[src/rtl/matmul_tile_mem_ctrl.sv]
// Memory-side sequencer for the systolic matmul core: host load/readback of the A/B/C RAMs
// while idle, and multi-tile feed of A/B rows plus capture of result rows into C while busy.
module matmul_tile_mem_ctrl #(
    parameter int DWIDTH = 8,
    parameter int SIZE   = 16,
    parameter int AWIDTH = 7,
    parameter int TWIDTH = 4
) (
    input  logic                   clk,
    input  logic                   reset,
    input  logic                   start,
    input  logic [TWIDTH-1:0]      num_tiles,
    output logic                   busy,
    output logic                   done,
    output logic                   host_err,
    input  logic [AWIDTH-1:0]      host_addr,
    input  logic [SIZE*DWIDTH-1:0] host_wdata,
    input  logic                   host_we_a,
    input  logic                   host_we_b,
    input  logic                   host_re_c,
    output logic [SIZE*DWIDTH-1:0] host_rdata,
    output logic                   host_rvalid,
    output logic [AWIDTH-1:0]      a_addr,
    output logic [AWIDTH-1:0]      b_addr,
    output logic [AWIDTH-1:0]      c_addr,
    output logic                   a_we,
    output logic                   b_we,
    output logic                   c_we,
    output logic [SIZE*DWIDTH-1:0] ab_wdata,
    output logic [SIZE*DWIDTH-1:0] c_wdata,
    input  logic [SIZE*DWIDTH-1:0] a_rdata,
    input  logic [SIZE*DWIDTH-1:0] b_rdata,
    input  logic [SIZE*DWIDTH-1:0] c_rdata,
    output logic                   core_start,
    output logic                   core_in_valid,
    output logic [SIZE*DWIDTH-1:0] core_a_row,
    output logic [SIZE*DWIDTH-1:0] core_b_row,
    input  logic                   core_out_valid,
    input  logic [SIZE*DWIDTH-1:0] core_out_row
);

    // state     | meaning
    // ST_IDLE   | host owns the RAMs; waits for start
    // ST_FEED   | issues SIZE A/B row reads of the current tile
    // ST_WAIT   | collects remaining result rows, drains the feed pipeline
    // ST_FINISH | run complete; done pulses on the way back to idle
    typedef enum logic [1:0] {ST_IDLE, ST_FEED, ST_WAIT, ST_FINISH} state_t;

    localparam int KW = (SIZE > 1) ? $clog2(SIZE) : 1;
    localparam int RW = $clog2(SIZE + 1);

    state_t            state;
    state_t            state_next;
    logic [TWIDTH-1:0] nt;
    logic [TWIDTH-1:0] t;
    logic [AWIDTH-1:0] base;
    logic [KW-1:0]     k;
    logic [RW-1:0]     r;
    logic [RW-1:0]     r_next;
    logic              feed_p1;
    logic              feed_p1_first;
    logic              rd_p1;
    logic              rd_p2;
    logic              host_any;
    logic              host_ok;
    logic              cap_ok;
    logic              more_tiles;
    logic              last_row;
    logic              tile_adv;

    always_ff @(posedge clk) begin
        if (reset) begin
            state <= ST_IDLE;
        end else begin
            state <= state_next;
        end
    end

    always_comb begin
        host_any   = host_we_a | host_we_b | host_re_c;
        host_ok    = (state == ST_IDLE) && !start;
        cap_ok     = core_out_valid && ((state == ST_FEED) || (state == ST_WAIT)) && (r < RW'(SIZE));
        r_next     = r + RW'(cap_ok);
        more_tiles = ({1'b0, t} + (TWIDTH+1)'(1)) < {1'b0, nt};
        last_row   = (k == KW'(SIZE - 1));
        state_next = state;
        tile_adv   = 1'b0;
        case (state)
            ST_IDLE: begin
                if (start) state_next = (num_tiles == '0) ? ST_FINISH : ST_FEED;
            end
            ST_FEED: begin
                if (last_row) state_next = ST_WAIT;
            end
            ST_WAIT: begin
                // r_next lets the last result write and the tile decision share one edge
                if ((r_next == RW'(SIZE)) && !feed_p1) begin
                    if (more_tiles) begin
                        state_next = ST_FEED;
                        tile_adv   = 1'b1;
                    end else begin
                        state_next = ST_FINISH;
                    end
                end
            end
            ST_FINISH: state_next = ST_IDLE;
            default:   state_next = ST_IDLE;
        endcase
    end

    always_ff @(posedge clk) begin
        if (reset) begin
            busy          <= 1'b0;
            done          <= 1'b0;
            host_err      <= 1'b0;
            host_rdata    <= '0;
            host_rvalid   <= 1'b0;
            a_addr        <= '0;
            b_addr        <= '0;
            c_addr        <= '0;
            a_we          <= 1'b0;
            b_we          <= 1'b0;
            c_we          <= 1'b0;
            ab_wdata      <= '0;
            c_wdata       <= '0;
            core_start    <= 1'b0;
            core_in_valid <= 1'b0;
            core_a_row    <= '0;
            core_b_row    <= '0;
            nt            <= '0;
            t             <= '0;
            base          <= '0;
            k             <= '0;
            r             <= '0;
            feed_p1       <= 1'b0;
            feed_p1_first <= 1'b0;
            rd_p1         <= 1'b0;
            rd_p2         <= 1'b0;
        end else begin
            a_we          <= 1'b0;
            b_we          <= 1'b0;
            c_we          <= 1'b0;
            busy          <= (state_next != ST_IDLE);
            done          <= (state == ST_FINISH);
            feed_p1       <= (state == ST_FEED);
            feed_p1_first <= (state == ST_FEED) && (k == '0);
            core_in_valid <= feed_p1;
            core_start    <= feed_p1_first;
            if (feed_p1) begin
                core_a_row <= a_rdata;
                core_b_row <= b_rdata;
            end
            rd_p1       <= host_ok && host_re_c;
            rd_p2       <= rd_p1;
            host_rvalid <= rd_p2;
            if (rd_p2) host_rdata <= c_rdata;

            if (host_ok) begin
                if (host_we_a || host_we_b) begin
                    a_we     <= host_we_a;
                    b_we     <= host_we_b;
                    a_addr   <= host_addr;
                    b_addr   <= host_addr;
                    ab_wdata <= host_wdata;
                end
                if (host_re_c) c_addr <= host_addr;
            end

            if ((state == ST_IDLE) && start) begin
                nt       <= num_tiles;
                t        <= '0;
                base     <= '0;
                k        <= '0;
                r        <= '0;
                a_addr   <= '0;
                b_addr   <= '0;
                host_err <= 1'b0;
            end

            if (state == ST_FEED) begin
                if (last_row) begin
                    k <= '0;
                end else begin
                    k      <= k + KW'(1);
                    a_addr <= base + AWIDTH'(k) + AWIDTH'(1);
                    b_addr <= base + AWIDTH'(k) + AWIDTH'(1);
                end
            end

            if (cap_ok) begin
                c_we    <= 1'b1;
                c_addr  <= base + AWIDTH'(r);
                c_wdata <= core_out_row;
                r       <= r_next;
            end

            if (tile_adv) begin
                t      <= t + TWIDTH'(1);
                base   <= base + AWIDTH'(SIZE);
                r      <= '0;
                a_addr <= base + AWIDTH'(SIZE);
                b_addr <= base + AWIDTH'(SIZE);
            end

            // placed last so an error in the start cycle survives the clear above
            if ((host_any && !host_ok) || (core_out_valid && !cap_ok)) host_err <= 1'b1;
        end
    end

endmodule
[config.mk]
export PLATFORM = sky130hd
export DESIGN_NAME = matmul_tile_mem_ctrl
export DESIGN_NICKNAME = d
export VERILOG_FILES = /design/src/rtl/matmul_tile_mem_ctrl.sv
export SDC_FILE = /design/constraint.sdc
export NUM_CORES = 1
export LEC_CHECK = 0
export CAP_MARGIN = 20
export CORE_AREA = 3 3 514 516
export CTS_BUF_LIST = sky130_fd_sc_hd__clkbuf_8
export DETAILED_ROUTE_END_ITERATION = 10
export DIE_AREA = 0 0 517 519
export PLACE_DENSITY_LB_ADDON = 0.12
export SETUP_SLACK_MARGIN = 0.1
export SLEW_MARGIN = 0
export SYNTH_ARGS = -nofsm -noshare
export SYNTH_HDL_FRONTEND = slang
export SYNTH_SLANG_ARGS = --single-unit
[constraint.sdc]
create_clock -name clk -period 8.95 [get_ports clk]
set_clock_uncertainty 0.15 [all_clocks]
set_input_delay 2.685 -clock clk [delete_from_list [all_inputs] [get_ports clk]]
set_output_delay 2.685 -clock clk [all_outputs]
set_load 0.005 [all_outputs]
# == After elaboration in Yosys (flattened, before gate mapping) ==
# Index checks and enable logic that the tools add are counted.
# op_classes
add_sub_neg,8
magnitude_cmp,2
n_eq_ne,5
muxes,35
n_bitwise,4
reduce_logical,30
# ops
cell,count
$mux W7,17
$mux W4,4
$reduce_bool A2 Y1,7
$mux W2,5
$mux W5,2
$logic_and A1 B1 Y1,9
$add A4 B1 Y4 const B,2
$logic_not A4 Y1,2
$pmux W2 S4,1
$add A7 B1 Y7 const B,1
$add A7 B4 Y7,1
$add A7 B5 Y7,1
$add A7 B5 Y7 const B,1
$mux W1,6
$add A4 B1 Y5 const B,1
$add A5 B1 Y5,1
$eq A5 B5 Y1 const B,1
$lt A5 B4 Y1,1
$lt A5 B5 Y1 const B,1
$eq A2 B2 Y1 const B,2
$eq A4 B4 Y1 const B,1
$logic_not A1 Y1,4
$reduce_and A2 Y1,2
$logic_or A1 B1 Y1,3
6 further kinds,8
# totals
regBits,700
inputBits,658
output_inout_bits,670
wordCells,111

# == Depth between registers and ports, before layout ==
# Gate-level depths: netlist of run 1.
# logic_depth
word_depth,10
mapped_depth,13
mapped_depth_nobuf,11

# == Worst setup path after synthesis of run 1 ==
# No wires, ideal clock.
# synth_timing
path_kind,input -> register
from,input core_out_valid
to,register busy
setup_ps,120
arrival_ps,5016
setup_slack_ps,3664
path_stages,10
path_buffers,1
cell_sequence,nand3b_1 -> clkinv_1 -> clkbuf_1 -> ha_1 -> ha_1 -> xor2_1 -> nor4b_2 -> o31a_4 -> mux2_4 -> a211o_1
# synth_between
elab_chain_cells,8
# synth_rtl
element,line_no,source
start: declaration,38,"input logic core_out_valid,"
$logic_and A1 B1 Y1 (2 in series),82,cap_ok = core_out_valid && ((state == ST_FEED) || (state == ST_WAIT)) && (r < RW'(SIZE));
via cap_ok,66,logic cap_ok;
$add A5 B1 Y5,83,r_next = r + RW'(cap_ok);
$eq A5 B5 Y1,97,if ((r_next == RW'(SIZE)) && !feed_p1) begin
$logic_and A1 B1 Y1,97,
$mux W2,97,
$pmux W2 S4,88,case (state)
$reduce_bool A2 Y1,143,busy <= (state_next != ST_IDLE);
end signal: assignment,143,
end: declaration,13,"output logic busy,"
# The timed path passes the listed nets, and every way through them passes these cells.
# A chain may end at the register's enable or synchronous reset.

# == Worst setup path in the final report of run 1 ==
# layout_timing
from,input core_out_valid
to,register b_addr[0]
# layout_between
elab_chain_cells,8
# layout_rtl
element,line_no,source
$logic_and A1 B1 Y1 (2 in series),82,
$add A5 B1 Y5,83,
$eq A5 B5 Y1,97,
$logic_and A1 B1 Y1,97,
$mux W1,97,
$mux W1,88,
$mux W7,197,if (tile_adv) begin
end signal: assignment,163,b_addr <= host_addr;
end signal: assignment,186,b_addr <= base + AWIDTH'(k) + AWIDTH'(1);
end signal: assignment,202,b_addr <= base + AWIDTH'(SIZE);
end: declaration,24,"output logic [AWIDTH-1:0] b_addr,"
# Every way passes these cells.

==> flow_metrics.env, run 1 <==
export IMPL_post_cts_buffers=0
export IMPL_netlist_area_sq_um=24760
export IMPL_synth_edf_count=0
export IMPL_p_sw_w=0.003660
export IMPL_cp_cell_sequence="clkdlybuf4s50_1 > nand3b_1 > inv_4 > ha_1 > ha_1 > xor2_1 > nor4b_2 > o31ai_2 > buf_4 > o21ai_1 > o21ba_2"
export IMPL_cts_resized=0
export IMPL_routabilityCongestion=0.7701
export IMPL_fp_dieArea_sq_um=268300
export IMPL_grt_pass1_vias=24625
export IMPL_outcome="finished, final reports clean"
export IMPL_required_ns=9.52
export IMPL_clockRootBuffer="clkbuf_8"
export IMPL_worstMarginPinSlew_ns=1.103
export IMPL_cts_hold_buf=0
export IMPL_clkTransAtPathRegs_ns=0.05
export IMPL_end_kind="flop"
export IMPL_numPortBuffers=1327
export IMPL_cts_tree="built"
export IMPL_die_w_um=517
export IMPL_yosys_top_cells_area="dfxtp_1, mux2i_1, nand2_1"
export IMPL_avgSynthCellArea_sq_um=9.228
export IMPL_cp_slowest_cell="o21ai_1"
export IMPL_power_density_nw_per_um2=238.0
export IMPL_htreeDepth=4
export IMPL_fillers=29139
export IMPL_antenna_found_initial=100
export IMPL_p_seq_share_pct=36.0
export IMPL_max_freq_ghz=0.1843
export IMPL_cell_internal_pwr_w=0.007051
export IMPL_dp_cells=7245
export IMPL_synth_ff_type="dfxtp_1"
export IMPL_drive_gt1_share_pct=6.114
export IMPL_yosysWarnings=0
export IMPL_leakagePower_nw=15.35
export IMPL_final_cells=7548
export IMPL_seqCellArea_sq_um=13940
export IMPL_synthCells=2683
export IMPL_p_clk_share_pct=34.5
export IMPL_max_cap_viol_count=0
export IMPL_ant_nets=0
export IMPL_setup_worst_path_start_class="input port"
export IMPL_ys_types=51
export IMPL_via_per_inst=3.204
export IMPL_grt_usage_pct=11.97
export IMPL_vias=24185
export IMPL_cp_common_cell="ha_1"
export IMPL_slew_viol_final=0
export IMPL_synth_commonest_cells="dfxtp_1, nand2_1, nor2_1"
export IMPL_coreArea_sq_um=259700
export IMPL_rsz0062_at_grt="false"
export IMPL_synth_async_reset_ratio_pct=0
export IMPL_wirelength_um=168600
export IMPL_hold_viol=0
export IMPL_synth_seq_cells=696
export IMPL_setup_viol=0
export IMPL_max_stage_delay_ns=0.74
export IMPL_cts_buffers=160
export IMPL_peakVddDrop_mv=0.2028
export IMPL_grt_max_degree=151
export IMPL_num_rows=187
export IMPL_cp_arrival_ns=6.00
export IMPL_dp_hpwl_um=132200
export IMPL_synth_most_common_cell="dfxtp_1"
export IMPL_path_max_fanout=17
export IMPL_drt_iter0_markers=1007
export IMPL_avgRoutedWirePerCell_um=22.33
export IMPL_synth_largest_area_cell="dfxtp_1"
export IMPL_die_h_um=519
export IMPL_multiInputGateArea_sq_um=10070
export IMPL_min_period_over_period_pct=60.64
export IMPL_pwr_share_comb_pct=29.5
export IMPL_yosysSeqAreaShare_pct=56.28
export IMPL_grt_pass1_wl_um=222100
export IMPL_grt_overflow_total=0
export IMPL_critPathKind="in -> reg"
export IMPL_setup_tns_final_ns=0
export IMPL_nNetsFinal=4681
export IMPL_io_pins=1328
export IMPL_swShare_pct=34.17
export IMPL_dr_pass1_iters=6
export IMPL_hold_class="reg -> reg"
export IMPL_initial_utilization_pct=9.533
export IMPL_slew_headroom_pct=26.49
export IMPL_min_period_ns=5.427
export IMPL_synth_top_area_share_pct=56.28
export IMPL_clock_path_buffers=3
export IMPL_synthesis_nets=3359
export IMPL_insertion_delay_ns=0.85
export IMPL_drc=0
export IMPL_clock_sink_count=696
export IMPL_area_growth_pct=81.80
==> cell type report <==
class                           instances  area share, %
Multi-Input combinational cell       1783          22.36
Clock inverter                         95          1.276
Timing Repair Buffer                 1351          30.06
Inverter                               13         0.1140
Antenna cell                           24         0.1334
Clock buffer                          184          5.626
Sequential cell                       696          30.97
Tap cell                             3402          9.457
==> cell usage in the layout, fill, tap and decap left out, types with 6 or more instances in the layout <==
| master | synthesis | layout |
|---|---|---|
| nand2_1 | 570 | 570 |
| nand3_1 | 17 | 17 |
| nor2b_1 | 8 | 8 |
| clkdlybuf4s50_1 | 0 | 1326 |
| inv_12 | 0 | 6 |
| buf_4 | 0 | 19 |
| o211ai_1 | 6 | 6 |
| a21oi_1 | 291 | 291 |
| mux2i_1 | 384 | 384 |
| ha_1 | 18 | 18 |
| nor2_1 | 403 | 403 |
| inv_1 | 12 | 82 |
| clkinv_2 | 0 | 9 |
| a21o_1 | 9 | 9 |
| clkbuf_8 | 0 | 184 |
| diode_2 | 0 | 24 |
| a311oi_1 | 7 | 7 |
| nor3_1 | 7 | 7 |
| dfxtp_1 | 696 | 694 |
==> power by group through the flow <==
| stage | registers, W | logic, W | clock network [W] |
|---|---|---|---|
| 2_1_floorplan | 0.00388 | 0.00129 | 0 |
| 3_3_place_gp | 0.00392 | 0.00330 | 0 |
| 3_5_place_dp | 0.00393 | 0.00330 | 0 |
| 4_1_cts | 0.00387 | 0.00330 | 0.00399 |
| 5_1_grt | 0.00392 | 0.00347 | 0.00408 |
| 6_report | 0.00386 | 0.00316 | 0.00370 |
==> through the flow <==
| stage | instance area (sq um) | power (W) | hold WS [ns] | util [%] | setup slack, ns |
|---|---|---|---|---|---|
| detailed placement | 41850 | 0.007226 | 0.2955 | 16.11 | 2.557 |
| finish | 45010 | 0.01071 | 0.3018 | 17.33 | 3.523 |
| CTS | 44950 | 0.01116 | 0.3036 | 17.31 | 3.569 |
| global placement | 41850 | 0.007225 | 0.2923 | 16.11 | 2.685 |
| floorplan | 24760 | 0.005172 | 0.2638 | - | 3.664 |
| global route | 44960 | 0.01146 | 0.3148 | 17.31 | 3.354 |
==> state kept, by name, summed over array words and instances (netlist names), 5 cells and up <==
| register | cells |
|---|---|
| ab_wdata | 128 |
| c_wdata | 128 |
| core_a_row | 128 |
| core_b_row | 128 |
| host_rdata | 128 |
| a_addr | 7 |
| b_addr | 7 |
| c_addr | 7 |
| r | 5 |
==> layer usage <==
layer  wire length [um]  track usage (%)  vias up  share of wire [%]
met5                425                0        -               0.25
met4               3482            2.493       66                2.1
met3              20610            6.868      311                 12
met2              82040            20.93     1106                 49
met1              62010            12.33    11119                 37
li1                   -                -    11583                  -
==> cell families (layout without fill, tap and decap cells) <==
group | count (synthesis) | count (layout) | share of synthesized area, %
AND/OR/NAND/NOR | 1026 | 1026 | 16.09
flip-flops | 696 | 696 | 56.28
multiplexers | 385 | 385 | 15.59
AO/OA/AOI/OAI | 346 | 346 | 7.712
buffers and inverters | 204 | 1643 | 3.143
XOR/XNOR | 8 | 8 | 0.2830
other | 0 | 24 | 0
adder cells (fa/ha/maj) | 18 | 18 | 0.9097
==> worst max-delay path: cells and delay by family <==
| kind | cells | cell delay [ns] |
|---|---|---|
| XOR/XNOR | 1 | 0.11 |
| adder cells (fa/ha/maj) | 2 | 0.56 |
| buffers and inverters | 3 | 0.96 |
| AO/OA/AOI/OAI | 3 | 1.12 |
| AND/OR/NAND/NOR | 2 | 0.54 |
==> worst paths after layout <==
kind	from	endpoint	slack, ns	depth (start not counted)
setup / recovery	core_out_valid	b_addr[0]$_SDFF_PP0_	3.52	11
hold / removal	nt[2]$_SDFFE_PP0P_	nt[2]$_SDFFE_PP0P_	0.30	2
setup reg to reg	state[1]$_SDFF_PP0_	b_addr[0]$_SDFF_PP0_	4.75	12
hold reg to reg	nt[2]$_SDFFE_PP0P_	nt[2]$_SDFFE_PP0P_	0.30	2
(Power assumes the default switching activity.)
==> inputs of run 2 (changes only) <==
- clock period: 8.95 -> 5.7 ns (I/O delays scaled with it)
==> flow_metrics.env, run 2 (synthesis gave the netlist of run 1 again) <==
export IMPL_power_density_nw_per_um2=378.0
export IMPL_leakagePower_nw=15.39
export IMPL_worstMarginPinSlew_ns=1.037
export IMPL_critPathKind="in -> reg"
export IMPL_drt_iter0_markers=907
export IMPL_cp_arrival_ns=4.64
export IMPL_cts_hold_buf=0
export IMPL_end_kind="flop"
export IMPL_routabilityCongestion=0.7541
export IMPL_area_growth_pct=82.54
export IMPL_initial_utilization_pct=9.533
export IMPL_peakVddDrop_mv=0.1902
export IMPL_setup_viol=0
export IMPL_clockRootBuffer="clkbuf_8"
export IMPL_nNetsFinal=4688
export IMPL_path_max_fanout=13
export IMPL_vias=24164
export IMPL_mostFrequentLayoutCell="clkdlybuf4s50_1"
export IMPL_numPortBuffers=1327
export IMPL_drc=0
export IMPL_cp_slowest_cell="o21ai_1"
export IMPL_setup_worst_path_start_class="input port"
export IMPL_grt_pass1_wl_um=222400
export IMPL_grt_pass1_vias=24542
export IMPL_clock_path_buffers=3
export IMPL_hold_viol=0
export IMPL_grt_overflow_total=0
export IMPL_htreeDepth=4
export IMPL_fp_dieArea_sq_um=268300
export IMPL_max_freq_ghz=0.2476
export IMPL_die_w_um=517
export IMPL_final_cells=7540
export IMPL_dp_hpwl_um=131400
export IMPL_cp_cell_sequence="clkdlybuf4s50_1 > nand3b_1 > inv_4 > ha_1 > ha_1 > xor2_1 > nor4b_2 > o31ai_2 > o21ai_1 > o21ba_2"
export IMPL_cts_buffers=160
export IMPL_grt_usage_pct=12.03
export IMPL_fillers=29072
export IMPL_cts_tree="built"
export IMPL_max_stage_delay_ns=0.79
export IMPL_io_pins=1328
export IMPL_clock_sink_count=696
export IMPL_dp_cells=7251
export IMPL_die_h_um=519
export IMPL_rsz0062_at_grt="false"
export IMPL_min_period_ns=4.039
export IMPL_max_cap_viol_count=0
export IMPL_drive_gt1_share_pct=6.455
export IMPL_slew_headroom_pct=30.84
export IMPL_final_cell_mix="clkdlybuf4s50_1, dfxtp_1, nand2_1"
export IMPL_clkTransAtPathRegs_ns=0.05
export IMPL_num_rows=187
export IMPL_hold_class="reg -> reg"
export IMPL_avgRoutedWirePerCell_um=22.42
export IMPL_via_per_inst=3.205
export IMPL_antenna_found_initial=98
export IMPL_wirelength_um=169000
export IMPL_required_ns=6.30
export IMPL_slew_viol_final=0
export IMPL_post_cts_buffers=0
export IMPL_setup_tns_final_ns=0
export IMPL_grt_max_degree=155
export IMPL_min_period_over_period_pct=70.86
export IMPL_insertion_delay_ns=0.85
export IMPL_cts_resized=0
export IMPL_dr_pass1_iters=5
export IMPL_outcome="finished, final reports clean"
export IMPL_cp_common_cell="ha_1"
export IMPL_ant_nets=0
export IMPL_coreArea_sq_um=259700
## run 2: cell types whose count changed in the layout (fill, tap and decap cells not counted), moves of 2 or more
cell and delta:
buf_12 +4, diode_2 -7, bufinv_16 +3, buf_4 +2, inv_1 -15, clkbuf_8 +3
## run 2: path summary, 6_finish.rpt
kind	from	end	slack (ns)	depth (start not counted)
hold reg to reg	c_wdata[19]$_SDFFE_PP0N_	c_wdata[19]$_SDFFE_PP0N_	0.30	2
setup / recovery	core_out_valid	a_addr[0]$_SDFF_PP0_	1.66	10
setup reg to reg	state[0]$_SDFF_PP0_	a_addr[0]$_SDFF_PP0_	2.14	11
hold / removal	c_wdata[19]$_SDFFE_PP0N_	c_wdata[19]$_SDFFE_PP0N_	0.30	2
## run 2: area by class of cell
class	count	area, sq um	area share, %
sequential	696	13940	30.85
timing repair buffer	1358	13650	30.21
multi-input combinational	1783	10070	22.27
tap	3402	4257	9.418
clock buffer	187	2574	5.695
clock inverter	84	611.8	1.354
inverter	13	51.30	0.1135
antenna	17	42.54	0.09413
## run 2: layer usage
layer  track usage, %  part of all wire [%]  vias to the layer above
met3            7.115                    13                      332
met5                0                  0.31                        -
met4            2.688                   2.1                       86
met1            12.30                    37                    11062
met2            20.91                    48                     1090
li1                 -                     -                    11594
## run 2: where the power goes
part | internal (W) | switching [W] | total (W)
Combinational | 0.00243 | 0.00257 | 0.00500
Sequential | 0.00560 | 0.000471 | 0.00607
Clock | 0.00326 | 0.00275 | 0.00601
## run 2: through the flow
stage / worst slack [ns] / util (%) / hold slack [ns] / instance area (sq um) / total power (W)
6_report: 1.661 / 17.40 / 0.3006 / 45200 / 0.01708
2_1_floorplan: 1.389 / - / 0.2638 / 24760 / 0.008121
3_3_place_gp: 0.7570 / 16.15 / 0.2915 / 41940 / 0.01138
5_1_grt: 1.583 / 17.39 / 0.3181 / 45160 / 0.01829
3_5_place_dp: 0.6949 / 16.15 / 0.2964 / 41940 / 0.01138
4_1_cts: 1.518 / 17.38 / 0.3042 / 45130 / 0.01779
## run 2: critical path, delay by kind of cell
kind | cells | cell delay, ns
XOR/XNOR | 1 | 0.11
AO/OA/AOI/OAI | 3 | 1.22
buffers and inverters | 2 | 0.59
adder cells (fa/ha/maj) | 2 | 0.49
AND/OR/NAND/NOR | 2 | 0.50
